==> src/rtl/avmm_rr_arbiter_pkg.sv <==
// avmm_arb_pkg: shared types and constants for the Avalon-MM round-robin arbiter.
//   arb_state_e : controller states (IDLE, ISSUE, WAIT_RSP, DONE)
//   RSP_*       : 2-bit Avalon response codes returned to requesters
package avmm_arb_pkg;

  typedef enum logic [1:0] {
    IDLE     = 2'd0,
    ISSUE    = 2'd1,
    WAIT_RSP = 2'd2,
    DONE     = 2'd3
  } arb_state_e;

  localparam logic [1:0] RSP_OKAY   = 2'b00;
  localparam logic [1:0] RSP_SLVERR = 2'b10;
  localparam logic [1:0] RSP_DECERR = 2'b11;

endpackage

==> src/rtl/avmm_rr_arbiter_if.sv <==
// Bus interfaces for the Avalon-MM round-robin arbiter.
//   avmm_req_if : NUM_REQ requester ports (address/read/write/writedata in,
//                 per-requester waitrequest, shared readdata/response out).
//                 master = requester side, slave = arbiter side.
//   avmm_m0_if  : single downstream Avalon-MM port.
//                 master = arbiter side, slave = downstream endpoint.
interface avmm_req_if #(
  parameter int NUM_REQ = 4,
  parameter int ADDR_W  = 16,
  parameter int DATA_W  = 32
);
  logic [NUM_REQ-1:0][ADDR_W-1:0] req_address;
  logic [NUM_REQ-1:0]             req_read;
  logic [NUM_REQ-1:0]             req_write;
  logic [NUM_REQ-1:0][DATA_W-1:0] req_writedata;
  logic [NUM_REQ-1:0]             req_waitrequest;
  logic [DATA_W-1:0]              req_readdata;
  logic [1:0]                     req_response;

  modport master (
    output req_address, req_read, req_write, req_writedata,
    input  req_waitrequest, req_readdata, req_response
  );

  modport slave (
    input  req_address, req_read, req_write, req_writedata,
    output req_waitrequest, req_readdata, req_response
  );
endinterface

interface avmm_m0_if #(
  parameter int ADDR_W = 16,
  parameter int DATA_W = 32
);
  logic [ADDR_W-1:0] avm_m0_address;
  logic [DATA_W-1:0] avm_m0_writedata;
  logic              avm_m0_read;
  logic              avm_m0_write;
  logic              avm_m0_waitrequest;
  logic [DATA_W-1:0] avm_m0_readdata;
  logic [1:0]        avm_m0_response;
  logic              avm_m0_readdatavalid;
  logic              avm_m0_writeresponsevalid;

  modport master (
    output avm_m0_address, avm_m0_writedata, avm_m0_read, avm_m0_write,
    input  avm_m0_waitrequest, avm_m0_readdata, avm_m0_response,
           avm_m0_readdatavalid, avm_m0_writeresponsevalid
  );

  modport slave (
    input  avm_m0_address, avm_m0_writedata, avm_m0_read, avm_m0_write,
    output avm_m0_waitrequest, avm_m0_readdata, avm_m0_response,
           avm_m0_readdatavalid, avm_m0_writeresponsevalid
  );
endinterface

==> src/rtl/avmm_rr_arbiter_rr_arbiter.sv <==
// rr_arbiter: purely combinational round-robin picker.
//   i_eligible   : one bit per requester that wants service
//   i_last_grant : index of the most recently completed grant
//   o_grant      : one-hot winner, searching from i_last_grant+1 upward (wrapping)
//   o_valid      : at least one requester is eligible
module rr_arbiter #(
  parameter int NUM_REQ = 4,
  parameter int IDX_W   = 2
) (
  input  logic [NUM_REQ-1:0] i_eligible,
  input  logic [IDX_W-1:0]   i_last_grant,
  output logic [NUM_REQ-1:0] o_grant,
  output logic               o_valid
);

  logic [IDX_W-1:0] w_idx;
  logic             w_found;

  always_comb begin
    o_grant = '0;
    w_found = 1'b0;
    w_idx   = '0;
    // k runs 1..NUM_REQ so the previous winner is considered last
    for (int k = 1; k <= NUM_REQ; k++) begin
      w_idx = IDX_W'((int'(i_last_grant) + k) % NUM_REQ);
      if (!w_found && i_eligible[w_idx]) begin
        o_grant[w_idx] = 1'b1;
        w_found        = 1'b1;
      end
    end
    o_valid = w_found;
  end

endmodule

==> src/rtl/avmm_rr_arbiter.sv <==
// avmm_rr_arbiter: shares one downstream Avalon-MM port among NUM_REQ requesters
// with round-robin fairness, one transaction outstanding at a time.
//   clk   : clock, all logic on posedge
//   reset : synchronous, active-low
//   req   : avmm_req_if.slave  - requester commands in, per-requester
//           waitrequest and shared readdata/response out
//   m0    : avmm_m0_if.master  - downstream command out, completion in
// Optional feature macro AVMM_ARB_TIMEOUT_EN: a watchdog that completes a
// transaction with SLVERR after TIMEOUT cycles in ISSUE/WAIT_RSP.
// All outputs are registered.
module avmm_rr_arbiter
  import avmm_arb_pkg::*;
#(
  parameter int NUM_REQ = 4,
  parameter int ADDR_W  = 16,
  parameter int DATA_W  = 32,
  parameter int TIMEOUT = 255
) (
  input  logic       clk,
  input  logic       reset,
  avmm_req_if.slave  req,
  avmm_m0_if.master  m0
);

  localparam int IDX_W = (NUM_REQ > 1) ? $clog2(NUM_REQ) : 1;

  arb_state_e          r_state;
  arb_state_e          w_state_nxt;

  logic [NUM_REQ-1:0]  w_eligible;
  logic [NUM_REQ-1:0]  w_pick_oh;
  logic                w_pick_vld;
  logic [IDX_W-1:0]    w_pick_idx;
  logic                w_pick_is_wr;

  logic [IDX_W-1:0]    r_last_grant;
  logic [IDX_W-1:0]    r_grant_idx;
  logic [NUM_REQ-1:0]  r_grant_oh;
  logic                r_is_write;

  logic                r_avm_read;
  logic                r_avm_write;
  logic [ADDR_W-1:0]   r_avm_addr;
  logic [DATA_W-1:0]   r_avm_wdata;

  logic [NUM_REQ-1:0]  r_waitreq;
  logic [DATA_W-1:0]   r_rdata;
  logic [1:0]          r_rsp;

  logic                w_accept;
  logic                w_rsp_vld;
  logic                w_timeout;

  assign w_eligible = req.req_read | req.req_write;

  rr_arbiter #(
    .NUM_REQ (NUM_REQ),
    .IDX_W   (IDX_W)
  ) u_rr_arbiter (
    .i_eligible   (w_eligible),
    .i_last_grant (r_last_grant),
    .o_grant      (w_pick_oh),
    .o_valid      (w_pick_vld)
  );

  always_comb begin
    w_pick_idx = '0;
    for (int i = 0; i < NUM_REQ; i++) begin
      if (w_pick_oh[IDX_W'(i)]) w_pick_idx = IDX_W'(i);
    end
  end

  // Write wins when a requester raises both strobes
  assign w_pick_is_wr = |(w_pick_oh & req.req_write);

  assign w_accept  = (r_state == ISSUE) && !m0.avm_m0_waitrequest;
  // Completions are only honoured while waiting, and only of the matching kind
  assign w_rsp_vld = (r_state == WAIT_RSP) &&
                     (r_is_write ? m0.avm_m0_writeresponsevalid
                                 : m0.avm_m0_readdatavalid);

`ifdef AVMM_ARB_TIMEOUT_EN
  localparam int CNT_W = $clog2(TIMEOUT + 1);

  logic [CNT_W-1:0] r_cnt;

  always_ff @(posedge clk) begin
    if (!reset) begin
      r_cnt <= '0;
    end else if (r_state == IDLE && w_pick_vld) begin
      r_cnt <= '0;
    end else if (r_state == ISSUE || r_state == WAIT_RSP) begin
      r_cnt <= r_cnt + 1'b1;
    end
  end

  // Fires in the cycle whose closing edge brings the count to TIMEOUT
  assign w_timeout = (r_state == ISSUE || r_state == WAIT_RSP) &&
                     (r_cnt == CNT_W'(TIMEOUT - 1));
`else
  assign w_timeout = 1'b0;
`endif

  // State register
  always_ff @(posedge clk) begin
    if (!reset) r_state <= IDLE;
    else        r_state <= w_state_nxt;
  end

  // Next-state logic
  always_comb begin
    w_state_nxt = r_state;
    case (r_state)
      IDLE:     if (w_pick_vld)     w_state_nxt = ISSUE;
      ISSUE:    if (w_timeout)      w_state_nxt = DONE;
                else if (w_accept)  w_state_nxt = WAIT_RSP;
      WAIT_RSP: if (w_rsp_vld || w_timeout) w_state_nxt = DONE;
      DONE:                         w_state_nxt = IDLE;
      default:                      w_state_nxt = IDLE;
    endcase
  end

  // Command capture, downstream strobes and completion outputs
  always_ff @(posedge clk) begin
    if (!reset) begin
      r_last_grant <= IDX_W'(NUM_REQ - 1);
      r_grant_idx  <= '0;
      r_grant_oh   <= '0;
      r_is_write   <= 1'b0;
      r_avm_read   <= 1'b0;
      r_avm_write  <= 1'b0;
      r_avm_addr   <= '0;
      r_avm_wdata  <= '0;
      r_waitreq    <= '1;
      r_rdata      <= '0;
      r_rsp        <= RSP_OKAY;
    end else begin
      // Waitrequest drops only for the single DONE cycle
      r_waitreq <= '1;
      case (r_state)
        IDLE: begin
          if (w_pick_vld) begin
            r_grant_oh  <= w_pick_oh;
            r_grant_idx <= w_pick_idx;
            r_is_write  <= w_pick_is_wr;
            r_avm_addr  <= req.req_address[w_pick_idx];
            r_avm_wdata <= req.req_writedata[w_pick_idx];
            r_avm_read  <= !w_pick_is_wr;
            r_avm_write <= w_pick_is_wr;
          end
        end
        ISSUE: begin
          if (w_timeout || w_accept) begin
            r_avm_read  <= 1'b0;
            r_avm_write <= 1'b0;
          end
          if (w_timeout) begin
            r_rdata   <= '0;
            r_rsp     <= RSP_SLVERR;
            r_waitreq <= ~r_grant_oh;
          end
        end
        WAIT_RSP: begin
          if (w_rsp_vld) begin
            r_rdata   <= r_is_write ? '0 : m0.avm_m0_readdata;
            r_rsp     <= m0.avm_m0_response;
            r_waitreq <= ~r_grant_oh;
          end else if (w_timeout) begin
            r_rdata   <= '0;
            r_rsp     <= RSP_SLVERR;
            r_waitreq <= ~r_grant_oh;
          end
        end
        DONE: begin
          r_last_grant <= r_grant_idx;
        end
        default: ;
      endcase
    end
  end

  assign m0.avm_m0_address   = r_avm_addr;
  assign m0.avm_m0_writedata = r_avm_wdata;
  assign m0.avm_m0_read      = r_avm_read;
  assign m0.avm_m0_write     = r_avm_write;

  assign req.req_waitrequest = r_waitreq;
  assign req.req_readdata    = r_rdata;
  assign req.req_response    = r_rsp;

endmodule

==> src/flat_wrapper.sv <==
// flat-port wrapper written by rule: the top's interface ports become plain ports
module avmm_rr_arbiter_flat import avmm_arb_pkg::*;
#(
  parameter int NUM_REQ = 4,
  parameter int ADDR_W  = 16,
  parameter int DATA_W  = 32,
  parameter int TIMEOUT = 255
)
  (clk, reset, req_req_address, req_req_read, req_req_write, req_req_writedata, req_req_waitrequest, req_req_readdata, req_req_response, m0_avm_m0_address, m0_avm_m0_writedata, m0_avm_m0_read, m0_avm_m0_write, m0_avm_m0_waitrequest, m0_avm_m0_readdata, m0_avm_m0_response, m0_avm_m0_readdatavalid, m0_avm_m0_writeresponsevalid);
  avmm_req_if #(.NUM_REQ(NUM_REQ), .ADDR_W(ADDR_W), .DATA_W(DATA_W)) req_i ();
  avmm_m0_if #(.ADDR_W(ADDR_W), .DATA_W(DATA_W)) m0_i ();
  input  logic clk;
  input  logic reset;
  input wire logic [$bits(req_i.req_address)-1:0] req_req_address;
  input wire logic [$bits(req_i.req_read)-1:0] req_req_read;
  input wire logic [$bits(req_i.req_write)-1:0] req_req_write;
  input wire logic [$bits(req_i.req_writedata)-1:0] req_req_writedata;
  output wire logic [$bits(req_i.req_waitrequest)-1:0] req_req_waitrequest;
  output wire logic [$bits(req_i.req_readdata)-1:0] req_req_readdata;
  output wire logic [$bits(req_i.req_response)-1:0] req_req_response;
  output wire logic [$bits(m0_i.avm_m0_address)-1:0] m0_avm_m0_address;
  output wire logic [$bits(m0_i.avm_m0_writedata)-1:0] m0_avm_m0_writedata;
  output wire logic [$bits(m0_i.avm_m0_read)-1:0] m0_avm_m0_read;
  output wire logic [$bits(m0_i.avm_m0_write)-1:0] m0_avm_m0_write;
  input wire logic [$bits(m0_i.avm_m0_waitrequest)-1:0] m0_avm_m0_waitrequest;
  input wire logic [$bits(m0_i.avm_m0_readdata)-1:0] m0_avm_m0_readdata;
  input wire logic [$bits(m0_i.avm_m0_response)-1:0] m0_avm_m0_response;
  input wire logic [$bits(m0_i.avm_m0_readdatavalid)-1:0] m0_avm_m0_readdatavalid;
  input wire logic [$bits(m0_i.avm_m0_writeresponsevalid)-1:0] m0_avm_m0_writeresponsevalid;
  assign req_i.req_address = req_req_address;
  assign req_i.req_read = req_req_read;
  assign req_i.req_write = req_req_write;
  assign req_i.req_writedata = req_req_writedata;
  assign req_req_waitrequest = req_i.req_waitrequest;
  assign req_req_readdata = req_i.req_readdata;
  assign req_req_response = req_i.req_response;
  assign m0_avm_m0_address = m0_i.avm_m0_address;
  assign m0_avm_m0_writedata = m0_i.avm_m0_writedata;
  assign m0_avm_m0_read = m0_i.avm_m0_read;
  assign m0_avm_m0_write = m0_i.avm_m0_write;
  assign m0_i.avm_m0_waitrequest = m0_avm_m0_waitrequest;
  assign m0_i.avm_m0_readdata = m0_avm_m0_readdata;
  assign m0_i.avm_m0_response = m0_avm_m0_response;
  assign m0_i.avm_m0_readdatavalid = m0_avm_m0_readdatavalid;
  assign m0_i.avm_m0_writeresponsevalid = m0_avm_m0_writeresponsevalid;
  avmm_rr_arbiter #(.NUM_REQ(NUM_REQ), .ADDR_W(ADDR_W), .DATA_W(DATA_W), .TIMEOUT(TIMEOUT)) u_core (.clk(clk), .reset(reset), .req(req_i), .m0(m0_i));
endmodule
==> config.mk <==
export PLATFORM = sky130hd
export DESIGN_NAME = avmm_rr_arbiter_flat
export DESIGN_NICKNAME = d
export VERILOG_FILES = /design/src/rtl/avmm_rr_arbiter_pkg.sv /design/src/rtl/avmm_rr_arbiter_if.sv /design/src/rtl/avmm_rr_arbiter_rr_arbiter.sv /design/src/rtl/avmm_rr_arbiter.sv /design/src/flat_wrapper.sv
export SDC_FILE = /design/constraint.sdc
export NUM_CORES = 1
export LEC_CHECK = 0
export ABC_AREA = 1
export BUFFER_PORTS_ARGS = -buffer_cell sky130_fd_sc_hd__buf_2
export CELL_PAD_IN_SITES_DETAIL_PLACEMENT = 1
export CELL_PAD_IN_SITES_GLOBAL_PLACEMENT = 1
export CORE_UTILIZATION = 29
export CTS_CLUSTER_SIZE = 20
export DETAILED_ROUTE_END_ITERATION = 8
export GPL_TIMING_DRIVEN = 1
export PLACE_DENSITY = 0.95
export SYNTH_ARGS = -nofsm -noshare
export SYNTH_HDL_FRONTEND = slang
export SYNTH_SLANG_ARGS = --single-unit
==> constraint.sdc <==
create_clock -name clk -period 5.7 [get_ports clk]
set_input_delay 0.285 -clock clk [delete_from_list [all_inputs] [get_ports clk]]
set_output_delay 0.285 -clock clk [all_outputs]
set_load 0.05 [all_outputs]
After elaboration in Yosys (flattened, before gate mapping)
Cells that the tools add are included.
{ "op_classes": {"add_sub_neg": 4, "mul": 0, "div": 0, "n_lt_le_gt_ge": 9, "eq_ne": 6, "n_shift": 0, "mux": 40, "n_bitwise": 6, "reduce_logical": 22} }
{ "op_table": {"columns": ["operator", "count"], "rows": [
  ["$bmux W32 S2", 1],
  ["$mux W32", 2],
  ["$bmux W16 S2", 1],
  ["$mux W1", 17],
  ["$mux W16", 1],
  ["$mux W4", 4],
  ["$or A4 B4 Y4", 4],
  ["$lt A2 B3 Y1 const B", 5],
  ["$logic_and A1 B1 Y1", 9],
  ["$reduce_and A3 Y1", 3],
  ["$bmux W1 S2", 4],
  ["$demux W1 S2", 4],
  ["$ge A2 B1 Y1 const B", 4],
  ["$pmux W2 S4", 1],
  ["$mux W2", 3],
  ["$logic_not A1 Y1", 5],
  ["$add A2 B1 Y2 const B", 2],
  ["$add A2 B2 Y2 const B", 2],
  ["$and A4 B4 Y4", 1],
  ["$eq A2 B2 Y1 const B", 2],
  ["$ne A2 B1 Y1 const B", 2],
  ["$not A4 Y4", 1],
  ["$pmux W1 S2", 2],
  ["$reduce_and A2 Y1", 2],
  ["other kinds (5)", 5]
]} }
{ "word_totals": {"register_bits": 99, "latch_bits": 0, "ramBits": 0, "rom_bits": 0, "out_inout_bits": 88, "elab_cells": 99, "n_memories": 0} }

Longest topological paths before layout
{ "depth": {"ltp_word": 18, "mapped_depth": 16, "depth_no_buf": 14} }

By module
Synthesis repeated with hierarchy kept, for this count alone.
{ "unflattened": {"hier_cells": 639, "hier_area_um2": 5144.9} }
{ "modules_own_cells": {"columns": ["mod", "n_inst", "cells_each", "area_per_inst_um2", "seq_area_each_um2"], "rows": [
  ["avmm_rr_arbiter", 1, 559, 4693.3, 1941.9],
  ["rr_arbiter", 1, 80, 451.7, 0.0]
]} }

Worst setup path after synthesis
OpenSTA, ideal clock, no wires.
{ "synth_timing": {"kind": "flip-flop to flip-flop", "start": "register u_core.r_last_grant[1]", "end": "register u_core.r_avm_wdata[23], in the netlist u_core.m0.avm_m0_writedata[23]", "setup_time_ps": 115, "arrival_ps": 2082, "required_ps": 5585, "path_slack_ps": 3503, "stages_incl_launch_ff": 14, "cell_sequence": "dfxtp_1 inv_1 ha_1 inv_1 nand3_1 nand2_2 nor2_4 nand2_1 nor2_1 nor2_2 buf_4 buf_2 o211ai_1 inv_2"} }
{ "synth_via": {"elab_chain_len": 16, "word_cells_on_any_way": 53, "classes_between": "4 x add/sub; 8 x order compare; 27 x mux; 3 x bitwise; 11 x reduce/logical"} }
{ "synth_rtl": {"columns": ["item", "line_no", "text"], "rows": [
  ["start: declaration", "avmm_rr_arbiter.sv:36", "logic [IDX_W-1:0] r_last_grant;"],
  ["start signal: assignment", "avmm_rr_arbiter.sv:126", "r_last_grant <= IDX_W'(NUM_REQ - 1);"],
  ["start signal: assignment", "avmm_rr_arbiter.sv:175", "r_last_grant <= r_grant_idx;"],
  ["branches (longest 16 deep; another with $lt A2 B3 Y1)", null, null],
  ["end signal: assignment", "avmm_rr_arbiter.sv:147", "r_avm_wdata <= req.req_writedata[w_pick_idx];"],
  ["end: declaration", "avmm_rr_arbiter.sv:44", "logic [DATA_W-1:0] r_avm_wdata;"]
]} }
Parallel ways; which one is timed is not known. The select of a mux whose other input is x is not followed.
A chain may end at the register's enable or synchronous reset.

Worst setup path in the final report
{ "layout_timing": {"start": "register u_core.r_last_grant[1]", "end": "register u_core.r_avm_wdata[8], in the netlist u_core.m0.avm_m0_writedata[8]"} }
Same word-level chain as after synthesis.

==> impl_metrics.yaml <==
synth:
  synth.top_cells.by_area: "dfxtp_1 43%, nand2_1 14%, nand3_1 14%"
  synth_fa_ha_area_share_pct: 3.06
  yosys_warnings: 0
  synthArstFlopShare_pct: 0
  synth-edff-count: 0
  yosysMostFrequentCell: "nand2_1"
  syn_area_mm2: 0.00449
  synth_area_per_cell_um2: 7.28
  syn-num-nets: 867
  ys.flop_type: "dfxtp_1"
  synth_top_family_by_area: "simple AND/OR/NAND/NOR gates"
  yosys.area.top_type: "dfxtp_1"
  synth_mux_area_share_pct: 0
  synth.distinct_cells: 26
  syn-instance-count: 617
  synthXorXnorAreaFrac_pct: 0
  yosys-top-cells-count: "170 x nand2_1, 124 x nand3_1, 97 x dfxtp_1"
  synth_compound_gate_area_share_pct: 10.6
  netlist.area_leader.share_pct: 43.2
  yosys.area_share.simple_pct: 33.2
  synth_seq_cells: 97
  seq_area_frac_synth_pct: 43.2
power_and_ir_drop:
  ir_worst_vdd_v: 0.000216
  total_leakage_power_uw: 0.00338
  power.density_mw_per_mm2: 571
routing:
  drtIter0Drc: 200
  routed_wl_mm: 14.3
  vias_per_cell: 4.80
  vias: 4880
  routedWlPerCell_um: 14.1
  drc: 0
  ant_nets: 0
  dr.pass1.iters: 4
worst_setup_path:
  worstPathArrival_ns: 3.38
  reg2reg_from: "u_core.r_last_grant[1]"
  crit_slowest_cell: "nor2_4"
  cp_data_required_time_ns: 5.93
  cp_common_cell: "inv_1"
  cp-end-kind: "flip-flop"
  crit_fanout: 36
  startpoint: "u_core.r_last_grant[1]"
  setup.worst_path.start_class: "flip-flop"
  path_cells: "inv_1 -> ha_1 -> inv_1 -> nand3_1 -> nand2_2 -> nor2_4 -> nand2_1 -> nor2_1 -> nor2_4 -> buf_4 -> nand3_1 -> o211ai_1 -> inv_1"
  timing.rr.end: "u_core.m0.avm_m0_writedata[8]"
  cp_num_buf_inv: 4
  cp_slowest_stage_delay_ns: 0.59
  cp-endpoint: "u_core.m0.avm_m0_writedata[8]"
  path_class: "flip-flop to flip-flop"
  reg2reg_depth: 13
  path_depth: 13
  regToRegSetupSlack_ns: 2.55
  crit_family: "simple AND/OR/NAND/NOR gates"
placed_design:
  routabilityCongestion: 0.820
  portBuffers: 230
  place_area_mm2: 0.00573
  detailed_place_hpwl_mm: 10.5
  dp.cells: 1001
clock_network:
  htree_num_levels: 3
  cts_resized: 0
  cts-root-buf: "clkbuf_16"
  cts_tree: "yes"
  clk_latency_ns: 0.34
  post_cts_buffers: 0
  cts_hold_buf: 0
  cts_buffers: 9
  clk_path_buf_depth: 2
  clk_pin_slew_ns: 0.07
  cts.sinks: 97
layout:
  area_delta_synth_final_pct: 34.6
  diodes: 0
  layout-drive-gt1-share_pct: 33.9
  stdcell_count: 1017
  fin_area_mm2: 0.00605
  layout.nets: 1074
sta:
  tightest_slew_ns: 0.770
  hold_viol_final: 0
  fin_crit_ns: 3.15
  drv_slew: 0
  fmax_mhz: 317
  setup_viol: 0
  rsz0062_at_grt: "no"
  max-slew-margin-rel_pct: 48.7
  fin_skew_ns: 0.00938
  post-route-period-util_pct: 55.3
  setup_tns_ns: 0
global_routing:
  grt_pass1_vias: 4890
  grt_use_total_pct: 18.3
  antenna_found_initial: 0
  grt_pass1_wl_mm: 23.4
  grt_max_degree: 53
  gr-total-overflow: 0
die:
  io_pins: 327
  start_util_pct: 29.7
  rows: 45
  coreArea_mm2: 0.0151
  die_x_um: 126
  dieArea_mm2: 0.0160
  die_y_um: 126
worst_hold_path:
  hold_class: "primary input to flip-flop"
job:
  max_cap_violations: 0
outcome:
  status: "completed"
==> per-layer routing <==
layer	vias up	track usage (%)	part of all wire [%]
li1	2434	-	-
met1	2246	20.3	42
met2	178	32.2	47
met3	22	5.23	7.5
met4	0	8.65	3.1
met5	-	0	0
==> worst min path at each step <==
stage	cells past startpoint	from	to	slack, ns
after floorplan	1	u_core.r_grant_oh[0]	u_core.req.req_waitrequest[0]	0.37
after global placement	1	u_core.r_grant_oh[2]	u_core.req.req_waitrequest[2]	0.38
after detailed placement	1	u_core.r_grant_oh[0]	u_core.req.req_waitrequest[0]	0.38
after CTS	3	m0_avm_m0_readdata[12]	u_core.req.req_readdata[12]	0.14
after global routing	3	m0_avm_m0_readdata[10]	u_core.req.req_readdata[10]	0.16
final	3	m0_avm_m0_readdata[12]	u_core.req.req_readdata[12]	0.16
==> report_power, final <==
group | internal (uW) | total, uW | switching (uW) | leakage [uW]
Clock | 387 | 652 | 264 | 0.000157
Sequential | 895 | 1010 | 116 | 0.000798
Combinational | 428 | 1790 | 1360 | 0.00242
Total | 1710 | 3450 | 1740 | 0.00338
==> kinds of logic (layout without fill, tap and decap cells) <==
group | count (synthesis) | count (layout)
and+or+nand+nor | 336 | 336
DFF | 97 | 97
buffers and inverters | 103 | 315
adders and majority gates | 11 | 11
AOI/OAI and AO/OA | 70 | 70
==> state kept, by name, summed over array words and instances, names as in the netlist, 2 cells and up <==
register and flops:
u_core.req.req_readdata 32, u_core.m0.avm_m0_writedata 32, u_core.req.req_response 2, u_core.req.req_waitrequest 4
u_core.m0.avm_m0_address 16, u_core.r_grant_oh 4, u_core.r_state 2, u_core.r_last_grant 2
==> layout make-up <==
type	instances	area, um^2
sequential	97	1940
timing repair buffer	236	1200
tap	188	235
multi-input combinational	417	2110
fill	1940	9100
inverter	63	239
clock buffer	10	229
clock inverter	6	91.3
==> stage by stage <==
| step | utilization, % | power, uW | hold slack, ns | worst slack, ns |
|---|---|---|---|---|
| floorplan | - | 2400 | 0.366 | 3.50 |
| global placement | 37.8 | 2780 | 0.376 | 2.58 |
| detailed placement | 37.8 | 2840 | 0.376 | 2.50 |
| CTS | 39.9 | 3500 | 0.139 | 2.46 |
| global route | 39.9 | 3680 | 0.156 | 2.22 |
| finish | 39.9 | 3450 | 0.157 | 2.55 |
==> cell usage in the layout (no fill, tap or decap), drive strengths merged, types with 10 or more instances in the layout <==
master and instances:
buf 236, ha 11, dfxtp 97, clkbuf 10
o21ai 14, nand3 124, o211ai 48, inv 64
nor2 21, nand2 186
==> tightest hold or removal path: stages <==
cell     delay [ns]
buf_2          0.07
nand3_1        0.06
nand2_1        0.05
No activity file was read; power rests on OpenSTA's default activity.
